`config.mk`:
```
export PLATFORM = sky130hd
export DESIGN_NAME = c3aibadapt_avmm2_arb_flat
export DESIGN_NICKNAME = d
export VERILOG_FILES = /design/src/rtl/c3aibadapt_avmm2_arb_if.sv /design/src/rtl/c3aibadapt_avmm2_arb.sv /design/src/flat_wrapper.sv
export SDC_FILE = /design/constraint.sdc
export NUM_CORES = 1
export LEC_CHECK = 0
export BUFFER_PORTS_ARGS = -buffer_cell sky130_fd_sc_hd__buf_2
export CORE_MARGIN = 2
export CORE_UTILIZATION = 39
export DETAILED_ROUTE_END_ITERATION = 10
export GPL_ROUTABILITY_DRIVEN = 0
export MAX_ROUTING_LAYER = met4
export PLACE_DENSITY = 0.74
export SLEW_MARGIN = 20
export SYNTH_ARGS = -nofsm -noshare
export SYNTH_HDL_FRONTEND = slang
export SYNTH_SLANG_ARGS = --single-unit
```
`constraint.sdc`:
```
create_clock -name avmm_clock_dprio_clk -period 2.3 [get_ports avmm_clock_dprio_clk]
set_clock_uncertainty 0.1 [all_clocks]
set_input_delay 0.115 -clock avmm_clock_dprio_clk [delete_from_list [all_inputs] [get_ports avmm_clock_dprio_clk]]
set_output_delay 0.115 -clock avmm_clock_dprio_clk [all_outputs]
set_load 0.02 [all_outputs]
```
`src/rtl/c3aibadapt_avmm2_arb_if.sv`:
```
// c3aibadapt_avmm2_arb_if
// Signal bundle for the AVMM2 arbiter: two requester command ports
// (rq0 = remote AVMM transfer path, rq1 = local config master) and the
// shared pld_avmm2 port toward NF HSSI.
//   slave  : arbiter view (takes requester commands, drives the HSSI side)
//   master : environment view (requesters plus HSSI responder)
interface c3aibadapt_avmm2_arb_if;
    logic       rq0_read;
    logic       rq0_write;
    logic [8:0] rq0_reg_addr;
    logic [7:0] rq0_writedata;
    logic       rq0_waitrequest;
    logic [7:0] rq0_readdata;
    logic       rq0_readdatavalid;

    logic       rq1_read;
    logic       rq1_write;
    logic [8:0] rq1_reg_addr;
    logic [7:0] rq1_writedata;
    logic       rq1_waitrequest;
    logic [7:0] rq1_readdata;
    logic       rq1_readdatavalid;

    logic       pld_avmm2_busy;
    logic [7:0] pld_avmm2_readdata;
    logic       pld_avmm2_request;
    logic       pld_avmm2_read;
    logic       pld_avmm2_write;
    logic [8:0] pld_avmm2_reg_addr;
    logic [7:0] pld_avmm2_writedata;

    modport slave (
        input  rq0_read, rq0_write, rq0_reg_addr, rq0_writedata,
        output rq0_waitrequest, rq0_readdata, rq0_readdatavalid,
        input  rq1_read, rq1_write, rq1_reg_addr, rq1_writedata,
        output rq1_waitrequest, rq1_readdata, rq1_readdatavalid,
        input  pld_avmm2_busy, pld_avmm2_readdata,
        output pld_avmm2_request, pld_avmm2_read, pld_avmm2_write,
        output pld_avmm2_reg_addr, pld_avmm2_writedata
    );

    modport master (
        output rq0_read, rq0_write, rq0_reg_addr, rq0_writedata,
        input  rq0_waitrequest, rq0_readdata, rq0_readdatavalid,
        output rq1_read, rq1_write, rq1_reg_addr, rq1_writedata,
        input  rq1_waitrequest, rq1_readdata, rq1_readdatavalid,
        output pld_avmm2_busy, pld_avmm2_readdata,
        input  pld_avmm2_request, pld_avmm2_read, pld_avmm2_write,
        input  pld_avmm2_reg_addr, pld_avmm2_writedata
    );
endinterface

```
`src/rtl/c3aibadapt_avmm2_arb.sv`:
```
// c3aibadapt_avmm2_arb
// Two-requester round-robin arbiter/sequencer for the AVMM2 config port.
// Sequence per transfer: IDLE (grant + latch) -> REQ (request, wait !busy)
// -> CMD (one-cycle strobe, acceptance) -> RDWAIT (reads only, latency count).
// All outputs are registered; the next-cycle output values are computed
// from the transition being taken, so CMD-cycle outputs are set when
// leaving REQ.
// Optional feature macro: C3AIBADAPT_AVMM2_ARB_TIMEOUT_EN enables a busy-stall
// timeout (TIMEOUT cycles) with the sticky arb_timeout flag; without it the
// block waits on busy indefinitely and arb_timeout is tied low.
module c3aibadapt_avmm2_arb #(
    parameter int unsigned RD_LATENCY = 4,
    parameter int unsigned TIMEOUT    = 255
) (
    input  logic                         avmm_clock_dprio_clk,
    input  logic                         avmm_reset_avmm_rst_n,
    c3aibadapt_avmm2_arb_if.slave        avmm2,
    output logic                         arb_timeout
);

    if (RD_LATENCY < 1 || RD_LATENCY > 15) begin : g_bad_rd_latency
        $error("c3aibadapt_avmm2_arb: RD_LATENCY must be 1..15");
    end
    if (TIMEOUT < 1 || TIMEOUT > 255) begin : g_bad_timeout
        $error("c3aibadapt_avmm2_arb: TIMEOUT must be 1..255");
    end

    typedef enum logic [1:0] {IDLE, REQ, CMD, RDWAIT} state_t;

    state_t     state, state_d;

    // grant_q doubles as the round-robin pointer: it keeps the last granted
    // port, and resets to 1 so that port 0 wins the first contention.
    logic       grant_q, grant_d;
    logic       is_wr_q, is_wr_d;
    logic [8:0] addr_q, addr_d;
    logic [7:0] wdata_q, wdata_d;
    logic [3:0] cnt_q, cnt_d;

    logic       pend0, pend1;
    logic       strobe;
    logic       accept;
    logic       ret_valid;
    logic [7:0] ret_data;

    logic       req_q, rd_q, wr_q;
    logic [8:0] paddr_q;
    logic [7:0] pwdata_q;
    logic       wait0_q, wait1_q;
    logic       rdv0_q, rdv1_q;
    logic [7:0] rdata0_q, rdata1_q;

`ifdef C3AIBADAPT_AVMM2_ARB_TIMEOUT_EN
    localparam logic [7:0] STALL_LIMIT = 8'(TIMEOUT);
    logic [7:0] stall_q, stall_d;
    logic       timeout_q, timeout_d;
`endif

    assign pend0 = avmm2.rq0_read | avmm2.rq0_write;
    assign pend1 = avmm2.rq1_read | avmm2.rq1_write;

    assign avmm2.pld_avmm2_request   = req_q;
    assign avmm2.pld_avmm2_read      = rd_q;
    assign avmm2.pld_avmm2_write     = wr_q;
    assign avmm2.pld_avmm2_reg_addr  = paddr_q;
    assign avmm2.pld_avmm2_writedata = pwdata_q;
    assign avmm2.rq0_waitrequest     = wait0_q;
    assign avmm2.rq0_readdatavalid   = rdv0_q;
    assign avmm2.rq0_readdata        = rdata0_q;
    assign avmm2.rq1_waitrequest     = wait1_q;
    assign avmm2.rq1_readdatavalid   = rdv1_q;
    assign avmm2.rq1_readdata        = rdata1_q;

    // FSM state register
    always_ff @(posedge avmm_clock_dprio_clk or negedge avmm_reset_avmm_rst_n) begin
        if (!avmm_reset_avmm_rst_n) begin
            state <= IDLE;
        end else begin
            state <= state_d;
        end
    end

    // Next state, grant/latch updates and next-cycle output events
    always_comb begin
        state_d   = state;
        grant_d   = grant_q;
        is_wr_d   = is_wr_q;
        addr_d    = addr_q;
        wdata_d   = wdata_q;
        cnt_d     = cnt_q;
        strobe    = 1'b0;
        accept    = 1'b0;
        ret_valid = 1'b0;
        ret_data  = avmm2.pld_avmm2_readdata;
`ifdef C3AIBADAPT_AVMM2_ARB_TIMEOUT_EN
        stall_d   = '0;
        timeout_d = timeout_q;
`endif
        unique case (state)
            IDLE: begin
                if (pend0 || pend1) begin
                    grant_d = (pend0 && pend1) ? ~grant_q : pend1;
                    // write wins when read and write are both high
                    is_wr_d = grant_d ? avmm2.rq1_write : avmm2.rq0_write;
                    addr_d  = grant_d ? avmm2.rq1_reg_addr : avmm2.rq0_reg_addr;
                    wdata_d = grant_d ? avmm2.rq1_writedata : avmm2.rq0_writedata;
                    state_d = REQ;
                end
            end
            REQ: begin
                if (!avmm2.pld_avmm2_busy) begin
                    strobe  = 1'b1;
                    accept  = 1'b1;
                    state_d = CMD;
                end
`ifdef C3AIBADAPT_AVMM2_ARB_TIMEOUT_EN
                else begin
                    stall_d = stall_q + 8'd1;
                    if (stall_d == STALL_LIMIT) begin
                        timeout_d = 1'b1;
                        accept    = 1'b1;
                        ret_valid = !is_wr_q;
                        ret_data  = 8'hFF;
                        state_d   = IDLE;
                    end
                end
`endif
            end
            CMD: begin
                if (is_wr_q) begin
                    state_d = IDLE;
                end else begin
                    cnt_d   = 4'(RD_LATENCY);
                    state_d = RDWAIT;
                end
            end
            RDWAIT: begin
                // cnt_q == 1 is the cycle in which the count reaches 0; the
                // counter then parks at 0 while busy holds the sample off.
                if (cnt_q > 4'd1) begin
                    cnt_d = cnt_q - 4'd1;
                end else begin
                    cnt_d = '0;
                    if (!avmm2.pld_avmm2_busy) begin
                        ret_valid = 1'b1;
                        state_d   = IDLE;
                    end
`ifdef C3AIBADAPT_AVMM2_ARB_TIMEOUT_EN
                    else begin
                        stall_d = stall_q + 8'd1;
                        if (stall_d == STALL_LIMIT) begin
                            timeout_d = 1'b1;
                            ret_valid = 1'b1;
                            ret_data  = 8'hFF;
                            state_d   = IDLE;
                        end
                    end
`endif
                end
            end
            default: state_d = IDLE;
        endcase
    end

    // Latched transfer, latency counter and registered outputs
    always_ff @(posedge avmm_clock_dprio_clk or negedge avmm_reset_avmm_rst_n) begin
        if (!avmm_reset_avmm_rst_n) begin
            grant_q  <= 1'b1;
            is_wr_q  <= 1'b0;
            addr_q   <= '0;
            wdata_q  <= '0;
            cnt_q    <= '0;
            req_q    <= 1'b0;
            rd_q     <= 1'b0;
            wr_q     <= 1'b0;
            paddr_q  <= '0;
            pwdata_q <= '0;
            wait0_q  <= 1'b1;
            wait1_q  <= 1'b1;
            rdv0_q   <= 1'b0;
            rdv1_q   <= 1'b0;
            rdata0_q <= '0;
            rdata1_q <= '0;
        end else begin
            grant_q  <= grant_d;
            is_wr_q  <= is_wr_d;
            addr_q   <= addr_d;
            wdata_q  <= wdata_d;
            cnt_q    <= cnt_d;
            req_q    <= (state_d != IDLE);
            rd_q     <= strobe && !is_wr_q;
            wr_q     <= strobe && is_wr_q;
            if (strobe) begin
                paddr_q  <= addr_q;
                pwdata_q <= wdata_q;
            end
            wait0_q  <= !(accept && !grant_q);
            wait1_q  <= !(accept && grant_q);
            rdv0_q   <= ret_valid && !grant_q;
            rdv1_q   <= ret_valid && grant_q;
            if (ret_valid && !grant_q) begin
                rdata0_q <= ret_data;
            end
            if (ret_valid && grant_q) begin
                rdata1_q <= ret_data;
            end
        end
    end

`ifdef C3AIBADAPT_AVMM2_ARB_TIMEOUT_EN
    // Consecutive busy-stall counter and sticky timeout flag
    always_ff @(posedge avmm_clock_dprio_clk or negedge avmm_reset_avmm_rst_n) begin
        if (!avmm_reset_avmm_rst_n) begin
            stall_q   <= '0;
            timeout_q <= 1'b0;
        end else begin
            stall_q   <= stall_d;
            timeout_q <= timeout_d;
        end
    end

    assign arb_timeout = timeout_q;
`else
    assign arb_timeout = 1'b0;
`endif

endmodule

```
`src/flat_wrapper.sv`:
```
// flat-port wrapper written by rule: the top's interface ports become plain ports
module c3aibadapt_avmm2_arb_flat 
#(
    parameter int unsigned RD_LATENCY = 4,
    parameter int unsigned TIMEOUT    = 255
)
  (avmm_clock_dprio_clk, avmm_reset_avmm_rst_n, arb_timeout, avmm2_rq0_read, avmm2_rq0_write, avmm2_rq0_reg_addr, avmm2_rq0_writedata, avmm2_rq0_waitrequest, avmm2_rq0_readdata, avmm2_rq0_readdatavalid, avmm2_rq1_read, avmm2_rq1_write, avmm2_rq1_reg_addr, avmm2_rq1_writedata, avmm2_rq1_waitrequest, avmm2_rq1_readdata, avmm2_rq1_readdatavalid, avmm2_pld_avmm2_busy, avmm2_pld_avmm2_readdata, avmm2_pld_avmm2_request, avmm2_pld_avmm2_read, avmm2_pld_avmm2_write, avmm2_pld_avmm2_reg_addr, avmm2_pld_avmm2_writedata);
  c3aibadapt_avmm2_arb_if avmm2_i ();
  input  logic avmm_clock_dprio_clk;
  input  logic avmm_reset_avmm_rst_n;
  output logic arb_timeout;
  input wire logic [$bits(avmm2_i.rq0_read)-1:0] avmm2_rq0_read;
  input wire logic [$bits(avmm2_i.rq0_write)-1:0] avmm2_rq0_write;
  input wire logic [$bits(avmm2_i.rq0_reg_addr)-1:0] avmm2_rq0_reg_addr;
  input wire logic [$bits(avmm2_i.rq0_writedata)-1:0] avmm2_rq0_writedata;
  output wire logic [$bits(avmm2_i.rq0_waitrequest)-1:0] avmm2_rq0_waitrequest;
  output wire logic [$bits(avmm2_i.rq0_readdata)-1:0] avmm2_rq0_readdata;
  output wire logic [$bits(avmm2_i.rq0_readdatavalid)-1:0] avmm2_rq0_readdatavalid;
  input wire logic [$bits(avmm2_i.rq1_read)-1:0] avmm2_rq1_read;
  input wire logic [$bits(avmm2_i.rq1_write)-1:0] avmm2_rq1_write;
  input wire logic [$bits(avmm2_i.rq1_reg_addr)-1:0] avmm2_rq1_reg_addr;
  input wire logic [$bits(avmm2_i.rq1_writedata)-1:0] avmm2_rq1_writedata;
  output wire logic [$bits(avmm2_i.rq1_waitrequest)-1:0] avmm2_rq1_waitrequest;
  output wire logic [$bits(avmm2_i.rq1_readdata)-1:0] avmm2_rq1_readdata;
  output wire logic [$bits(avmm2_i.rq1_readdatavalid)-1:0] avmm2_rq1_readdatavalid;
  input wire logic [$bits(avmm2_i.pld_avmm2_busy)-1:0] avmm2_pld_avmm2_busy;
  input wire logic [$bits(avmm2_i.pld_avmm2_readdata)-1:0] avmm2_pld_avmm2_readdata;
  output wire logic [$bits(avmm2_i.pld_avmm2_request)-1:0] avmm2_pld_avmm2_request;
  output wire logic [$bits(avmm2_i.pld_avmm2_read)-1:0] avmm2_pld_avmm2_read;
  output wire logic [$bits(avmm2_i.pld_avmm2_write)-1:0] avmm2_pld_avmm2_write;
  output wire logic [$bits(avmm2_i.pld_avmm2_reg_addr)-1:0] avmm2_pld_avmm2_reg_addr;
  output wire logic [$bits(avmm2_i.pld_avmm2_writedata)-1:0] avmm2_pld_avmm2_writedata;
  assign avmm2_i.rq0_read = avmm2_rq0_read;
  assign avmm2_i.rq0_write = avmm2_rq0_write;
  assign avmm2_i.rq0_reg_addr = avmm2_rq0_reg_addr;
  assign avmm2_i.rq0_writedata = avmm2_rq0_writedata;
  assign avmm2_rq0_waitrequest = avmm2_i.rq0_waitrequest;
  assign avmm2_rq0_readdata = avmm2_i.rq0_readdata;
  assign avmm2_rq0_readdatavalid = avmm2_i.rq0_readdatavalid;
  assign avmm2_i.rq1_read = avmm2_rq1_read;
  assign avmm2_i.rq1_write = avmm2_rq1_write;
  assign avmm2_i.rq1_reg_addr = avmm2_rq1_reg_addr;
  assign avmm2_i.rq1_writedata = avmm2_rq1_writedata;
  assign avmm2_rq1_waitrequest = avmm2_i.rq1_waitrequest;
  assign avmm2_rq1_readdata = avmm2_i.rq1_readdata;
  assign avmm2_rq1_readdatavalid = avmm2_i.rq1_readdatavalid;
  assign avmm2_i.pld_avmm2_busy = avmm2_pld_avmm2_busy;
  assign avmm2_i.pld_avmm2_readdata = avmm2_pld_avmm2_readdata;
  assign avmm2_pld_avmm2_request = avmm2_i.pld_avmm2_request;
  assign avmm2_pld_avmm2_read = avmm2_i.pld_avmm2_read;
  assign avmm2_pld_avmm2_write = avmm2_i.pld_avmm2_write;
  assign avmm2_pld_avmm2_reg_addr = avmm2_i.pld_avmm2_reg_addr;
  assign avmm2_pld_avmm2_writedata = avmm2_i.pld_avmm2_writedata;
  c3aibadapt_avmm2_arb #(.RD_LATENCY(RD_LATENCY), .TIMEOUT(TIMEOUT)) u_core (.avmm_clock_dprio_clk(avmm_clock_dprio_clk), .avmm_reset_avmm_rst_n(avmm_reset_avmm_rst_n), .avmm2(avmm2_i), .arb_timeout(arb_timeout));
endmodule
```
Word-level counts from Yosys, hierarchy flattened. Cells that the tools add are included.

Shift-type cells: 0. Multipliers: 0. Equal/unequal tests: 4. Muxes and demuxes: 17. Divide/modulo/power cells: 0. Add/subtract/negate cells: 1. Bitwise gates (word level): 3. Reduce and logical (&&, ||, !) cells: 17. Magnitude comparators: 1.

Operators by type and width (count): 2-bit two-way mux (5); 9-bit two-way mux (1); 4-bit two-way mux (2); 8-bit two-way mux (1); 2-bit case mux with 4 select lines (1); 4-bit case mux with 2 select lines (1); 1-bit logical AND (7); 1-bit two-way mux (6); 2-bit equality test, second input constant (2); 4-bit by 1-bit > comparator with 1-bit output, second input constant (1); 1-bit logical NOT (4); 2-bit AND reduction (2); 2-bit nonzero test (2); 4-bit by 1-bit subtractor with 4-bit output, second input constant (1); 2-bit by 1-bit equality test with 1-bit output, second input constant (1); 2-bit logical NOT (1); 2-bit inequality test, second input constant (1); 1-bit bitwise OR (2); 1-bit logical OR (1); 1-bit inverter (1).

Latch bits: 0. Bits in read-only memories: 0. Flip-flop bits (word level): 65. RAM bits: 0. Bits of input ports: 49. Memories: 0. Word-level logic and storage cells: 60.

Logic depth before layout (Yosys ltp). Gate-level depths: netlist of run 1.

Depth in word-level cells: 5. Depth in mapped cells: 6. Gate-level depth less buffers: 5.

Least setup slack after synthesis of run 1. OpenSTA, ideal clock, no wires.

Path kind: flip-flop to flip-flop. From: register u_core.cnt_q[0]. To: register u_core.rdata0_q[0] (netlist: u_core.avmm2.rq0_readdata[0]). Library setup time: 0.125 ns. Stages on the path, launching flop included: 6. Setup slack: 0.440 ns. Buffers on the path: 0. Required time: 2.075 ns. Arrival: 1.636 ns. Path through: dfrtp_1 > inv_1 > ha_1 > nor2_1 > nor4_4 > mux2_2.

Word-level cells in the longest chain between the ends: 4.

Ends and longest elaborated chain: start, declared (line c3aibadapt_avmm2_arb.sv:38) `logic [3:0] cnt_q, cnt_d;`; start signal, assigned (line c3aibadapt_avmm2_arb.sv:189) `cnt_q <= cnt_d;`; 4-bit by 1-bit > comparator with 1-bit output (line c3aibadapt_avmm2_arb.sv:140) `if (cnt_q > 4'd1) begin`; 1-bit two-way mux (line c3aibadapt_avmm2_arb.sv:140); 1-bit two-way mux (line c3aibadapt_avmm2_arb.sv:99) `unique case (state)`; 1-bit logical AND (line c3aibadapt_avmm2_arb.sv:201) `if (ret_valid && !grant_q) begin`; end signal, assigned (line c3aibadapt_avmm2_arb.sv:202) `rdata0_q <= ret_data;`; end, declared (line c3aibadapt_avmm2_arb.sv:51) `logic [7:0] rdata0_q, rdata1_q;`.

No other way between the ends. A chain may end at the register's enable or synchronous reset.

Worst setup path after layout of run 1.
From: register u_core.grant_q. To: register u_core.addr_q[1].

Word-level cells in the longest chain between the ends: 3.

Ends and longest elaborated chain: start, declared (line c3aibadapt_avmm2_arb.sv:34) `logic grant_q, grant_d;`; start signal, assigned (line c3aibadapt_avmm2_arb.sv:185) `grant_q <= grant_d;`; 1-bit inverter (line c3aibadapt_avmm2_arb.sv:102) `grant_d = (pend0 && pend1) ? ~grant_q : pend1;`; 1-bit two-way mux (line c3aibadapt_avmm2_arb.sv:102); 9-bit two-way mux (line c3aibadapt_avmm2_arb.sv:105) `addr_d = grant_d ? avmm2.rq1_reg_addr : avmm2.rq0_reg_addr;`; end signal, assigned (line c3aibadapt_avmm2_arb.sv:187) `addr_q <= addr_d;`; end, declared (line c3aibadapt_avmm2_arb.sv:36) `logic [8:0] addr_q, addr_d;`.

No other way between the ends.

==> results.cfg, run 1 <==
[outcome]
status = complete, no violations

[hold_path]
whs_endpoint = u_core.is_wr_q$_DFFE_PN0P_
hp-class = input pin to register
hold_start = avmm2_rq0_read
holdPathStages = 3

[floorplanning]
rows = 31
die_h_um = 89.5
initial_core_util = 0.397
core-area_sq_um = 7180
num_io_pins = 90
die-area_sq_um = 8000
die_w_um = 89.5

[clock_tree]
cts_root_buf = clkbuf_8
clk_pin_slew_ps = 70
tritoncts = built
cts_sinks = 65
numCtsBuffers = 9
post_cts_buffers = 0
htree_levels = 3
clk_path_buf_depth = 2
clock_latency_ps = 330

[final_layout]
layout_common_cells = buf_2, dfrtp_1, dlygate4sd3_1, mux2_2, a21oi_1
fin_area_sq_um = 4060
multiInputGateArea_sq_um = 1130
area_delta_synth_final_pct = 42.4
diodes = 0
final_common_cell = buf_2
final_net_count = 423
seq_area_sq_um = 1630
fin_util = 0.565
layout-drive-gt1-share = 0.406
fill_cells = 639
fin_cells = 476

[sta]
final_hold_viol_count = 0
finalSetupViolCount = 0
tightestPinTransition_ps = 584
setup_tns_ps = 0
slew_headroom = 0.610
final.period_utilization = 0.898
slew_violations = 0
clock.fmax_mhz = 484
rsz0062_at_grt = no
min_period_ps = 2060

[worst_setup_path]
r2r_setup_slack_ps = 240
crit_path_max_fanout = 18
crit_path_end_kind = register
start_kind = register
worstPathArrival_ps = 2230
startpoint = u_core.grant_q$_DFFE_PN1P_
r2r_cells = 4
required_ps = 2470
critical-path-max-stage-delay_ps = 620
crit_chain = o21a_2 -> o21ai_0 -> a31oi_1 -> dlygate4sd3_1
critPathSlowestCell = dfstp_2
r2r-end = u_core.addr_q[1]$_DFFE_PN0P_
worstReg2RegStart = u_core.grant_q$_DFFE_PN1P_
path_class = register to register

[route]
vias = 2405
drc = 0
postRouteAntennaNets = 0
firstDrtPassIters = 4
wl_per_cell_um = 14.7
drtIter0Drc = 113
routed_via_density = 5.05
wl_um = 6980

[placement]
dp_cells = 416
hpwl_um = 4450
portBuffers = 88
dpl_cell_area_sq_um = 3420

[synth]
synth_warnings = 0
synth_cells = 239
yosysSeqAreaShare = 0.572
avgSynthCellArea_sq_um = 11.9
ys_types = 36
ys_ff_latch = 65
syn_area_sq_um = 2850
synthesis.nets = 290

[grt]
grt_pass1_wl_um = 11000
grt_usage = 0.190
grt_pass1_vias = 2314
antenna_found_initial = 0
overflow = 0
grt_max_degree = 42

[run]
maxCapViolations = 0

[pwr]
p_sw_mw = 2.11
power_frac_clock = 0.175
swShare = 0.383
cell_internal_pwr_mw = 3.39
combPwrFrac = 0.454
power_leakage_nw = 1.79
power.density_nw_per_um2 = 1360
vdd_drop_max_uv = 477
sequentialPowerShare = 0.371
==> metrics by stage <==
step / hold slack, ps / power, mW / worst slack [ps]
after global placement: 44.0 / 4.12 / 411
after detailed placement: 46.0 / 4.21 / 331
after global routing: 62.8 / 5.89 / 30.2
after floorplan: -281 / 3.47 / 440
final: 69.6 / 5.50 / 236
after CTS: 50.3 / 5.51 / 28.9
==> metal layers <==
layer  up-vias  routed length, um  track usage
met5         -                  0            -
met4         0                223       0.0977
met3        18                388       0.0369
met2        91               3310        0.299
met1      1152               3060        0.233
li1       1144                  -            -
==> Yosys cell counts <==
cell       number  share of area
conb_1          1         0.0013
or4_1           1         0.0026
nand3_1         1         0.0018
clkbuf_1       14          0.018
nor4_1          5          0.011
nor3_1          2         0.0035
o2bb2ai_1       1         0.0031
dfstp_2         3          0.028
o2111ai_1       1         0.0031
nand2_1         3         0.0040
o31ai_1         1         0.0026
dfrtp_1        62           0.54
nand3b_1       18          0.047
mux2_1          1         0.0040
o21ai_1         1         0.0018
o21a_1          1         0.0026
a21o_1          2         0.0053
a21oi_1        20          0.035
or2_0           1         0.0022
o221ai_1        1         0.0031
a31o_2          1         0.0031
mux2_2         32           0.13
a31oi_1        18          0.040
o21bai_1        1         0.0026
nand2b_1        4         0.0088
and2_1          1         0.0022
ha_1            2         0.0088
buf_4           1         0.0026
o211ai_1        3         0.0079
inv_1           7         0.0092
o22ai_1         1         0.0022
nor4_4          2          0.015
o21ai_0        19          0.033
mux2i_1         1         0.0035
nor2_1          3         0.0040
buf_2           3         0.0053
==> timing repair <==
action / CTS / global route
hold buffers: 44 / 0
gates resized for setup: 0 / 2
setup endpoints to repair: 0 / 16
endpoints found under the hold margin: 57 / 0
==> worst max-delay path, delay by kind of cell, from the launching register on <==
| kind | cells | cell delay (ps) |
|---|---|---|
| AO/OA/AOI/OAI | 3 | 690 |
| buffers and inverters | 1 | 580 |
| flip-flops | 1 | 620 |
==> how the worst max path moves through the flow <==
stage	end	slack, ps	cells after the start
after detailed placement	u_core.avmm2.rq0_readdata[1]$_DFFE_PN0P_	330	6
after CTS	u_core.addr_q[2]$_DFFE_PN0P_	30	4
after floorplan	u_core.avmm2.rq0_readdata[0]$_DFFE_PN0P_	440	5
after global placement	u_core.avmm2.rq0_readdata[1]$_DFFE_PN0P_	410	6
final	u_core.addr_q[1]$_DFFE_PN0P_	240	4
after global routing	u_core.wdata_q[1]$_DFFE_PN0P_	30	4
==> cell families after synthesis <==
logic type / after synthesis / synth area share
compound gates: 71 / 0.145
fa+ha+maj: 2 / 0.00879
buf+inv: 25 / 0.0356
flops: 65 / 0.572
mux: 34 / 0.134
other cells: 1 / 0.00132
simple gates: 41 / 0.102
==> power groups by stage <==
stage               Sequential (mW)  Combinational, mW  Clock (mW)
global placement               2.04               2.08           0
finish                         2.04               2.49       0.963
floorplan                      2.33               1.14           0
CTS                            2.04               2.48       0.986
global route                   2.12               2.74        1.03
detailed placement             2.06               2.15           0
==> sequential cells by signal, indices dropped and copies added (netlist names), 2 cells and up <==
name                              cells
u_core.addr_q                         9
u_core.avmm2.pld_avmm2_reg_addr       9
u_core.avmm2.pld_avmm2_writedata      8
u_core.avmm2.rq0_readdata             8
u_core.avmm2.rq1_readdata             8
u_core.cnt_q                          4
u_core.state                          2
u_core.wdata_q                        8
==> cell type report <==
class | count | area share
multi-input cells | 149 | 0.278
clock buffers | 11 | 0.0349
inverters | 7 | 0.00648
clock inverters | 5 | 0.0136
repair buffers | 140 | 0.235
well taps | 99 | 0.0305
flip-flops and latches | 65 | 0.402
(Power assumes the default switching activity.)
==> run 2: changes to the inputs <==
--- a/config.mk
+++ b/config.mk
@@ -7,11 +7,11 @@
 export LEC_CHECK = 0
 export BUFFER_PORTS_ARGS = -buffer_cell sky130_fd_sc_hd__buf_2
 export CORE_MARGIN = 2
-export CORE_UTILIZATION = 39
+export CORE_UTILIZATION = 46
 export DETAILED_ROUTE_END_ITERATION = 10
 export GPL_ROUTABILITY_DRIVEN = 0
 export MAX_ROUTING_LAYER = met4
-export PLACE_DENSITY = 0.74
+export PLACE_DENSITY = 0.83
 export SLEW_MARGIN = 20
 export SYNTH_ARGS = -nofsm -noshare
 export SYNTH_HDL_FRONTEND = slang
==> results.cfg, run 2 (synthesis results as in run 1) <==
[floorplanning]
core-area_sq_um = 5960
num_io_pins = 90
die_h_um = 82.7
die-area_sq_um = 6840
rows = 28
die_w_um = 82.7
initial_core_util = 0.478

[sta]
tightestPinTransition_ps = 796
finalSetupViolCount = 0
min_period_ps = 2080
final_hold_viol_count = 0
slew_headroom = 0.469
final.period_utilization = 0.906
rsz0062_at_grt = no
slew_violations = 0
setup_slack_ps = 215
clock.fmax_mhz = 480
setup_tns_ps = 0

[worst_setup_path]
start_kind = register
r2r-end = u_core.addr_q[7]$_DFFE_PN0P_
crit_buf_inv = 1
crit_path_max_fanout = 18
critPathSlowestCell = dfstp_2
worstPathArrival_ps = 2260
crit_chain = o21a_2 -> o21ai_0 -> a31oi_1 -> dlygate4sd3_1
path_class = register to register
r2r_cells = 4
critPathTopFamily = compound AO/OA/AOI/OAI gates
crit_path_end_kind = register
critical-path-max-stage-delay_ps = 620
required_ps = 2480
r2r_setup_slack_ps = 220
worstReg2RegStart = u_core.grant_q$_DFFE_PN1P_

[placement]
hpwl_um = 4430
dp_slack_ps = 316
portBuffers = 88

[grt]
grt_pass1_vias = 2416
grt_usage = 0.228
antenna_found_initial = 0
grt_pass1_wl_um = 11100
overflow = 0
grt_max_degree = 38

[final_layout]
diodes = 0
seq_area_sq_um = 1630
layout_common_cells = buf_2, dfrtp_1, dlygate4sd3_1, mux2_2, a21oi_1
multiInputGateArea_sq_um = 1130
final_common_cell = buf_2
fill_cells = 440
layout-drive-gt1-share = 0.404
fin_util = 0.671
area_delta_synth_final_pct = 40.3
final_net_count = 422

[run]
maxCapViolations = 0

[pwr]
vdd_drop_max_uv = 766
fin_total_pwr_mw = 5.41
power.density_nw_per_um2 = 1350
power_leakage_nw = 1.78

[clock_tree]
post_cts_buffers = 0
cts_sinks = 65
htree_levels = 3
tritoncts = built
cts_root_buf = clkbuf_8
numCtsBuffers = 9
clk_pin_slew_ps = 70
clk_path_buf_depth = 2
clock_latency_ps = 340

[route]
postRouteAntennaNets = 0
routed_via_density = 5.43
vias = 2448
wl_per_cell_um = 15.7
firstDrtPassIters = 4
drc = 0
drtIter0Drc = 156
wl_um = 7100

[hold_path]
whs_endpoint = u_core.is_wr_q$_DFFE_PN0P_
hp-class = input pin to register
hold_start = avmm2_rq1_write
holdPathStages = 3

[outcome]
status = complete, no violations
[run 2: cell types whose count changed in the layout (fill, tap and decap cells not counted), sizes merged]
cell      before  now
clkinv         2    4
bufinv         1    0
buf           96   95
clkinvlp       2    1
[run 2: where the power goes]
group | switching (mW) | total, mW | internal (mW)
clock network | 0.419 | 0.835 | 0.416
registers | 0.354 | 2.06 | 1.71
logic | 1.35 | 2.51 | 1.17
[run 2: timing repair]
action                                  4_1_cts  5_1_grt
gates resized for setup                       0        2
hold endpoints to repair                     63        0
endpoints found under the setup margin        0       17
hold buffers                                 44        0
[run 2: stage by stage]
step,area [sq um],instances,hold WS [ps]
floorplan,2850,239,-281
finish,4000,451,26.7
global placement,3380,391,76.9
CTS,3990,451,22.9
global route,4000,451,41.2
detailed placement,3380,391,85.8
[run 2: tightest hold or removal path, cell delays in order]
cell and delay, ps:
buf_2 90, a21o_1 80, a31o_2 140
[run 2: how the worst max path moves through the flow]
stage	startpoint	to	slack [ps]	depth (start not counted)
global placement	u_core.cnt_q[0]$_DFFE_PN0P_	u_core.avmm2.rq0_readdata[1]$_DFFE_PN0P_	410	6
CTS	u_core.state[1]$_DFF_PN0_	u_core.addr_q[4]$_DFFE_PN0P_	70	4
floorplan	u_core.cnt_q[0]$_DFFE_PN0P_	u_core.avmm2.rq0_readdata[0]$_DFFE_PN0P_	440	5
detailed placement	u_core.cnt_q[0]$_DFFE_PN0P_	u_core.avmm2.rq0_readdata[1]$_DFFE_PN0P_	320	6
global route	u_core.grant_q$_DFFE_PN1P_	u_core.wdata_q[0]$_DFFE_PN0P_	150	4
finish	u_core.grant_q$_DFFE_PN1P_	u_core.addr_q[7]$_DFFE_PN0P_	220	4
[run 2: area by class of cell]
type,instances,area share
clock buffers,11,0.0354
clock inverters,5,0.00783
inverters,7,0.00657
multi-input cells,149,0.282
flip-flops and latches,65,0.408
well taps,75,0.0235
repair buffers,139,0.237
[run 2: layer usage]
layer,track usage,vias to the layer above,wire [um]
met5,-,-,0
met4,0.107,0,155
met3,0.0500,17,548
met2,0.385,118,3590
met1,0.259,1166,2800
li1,-,1147,-
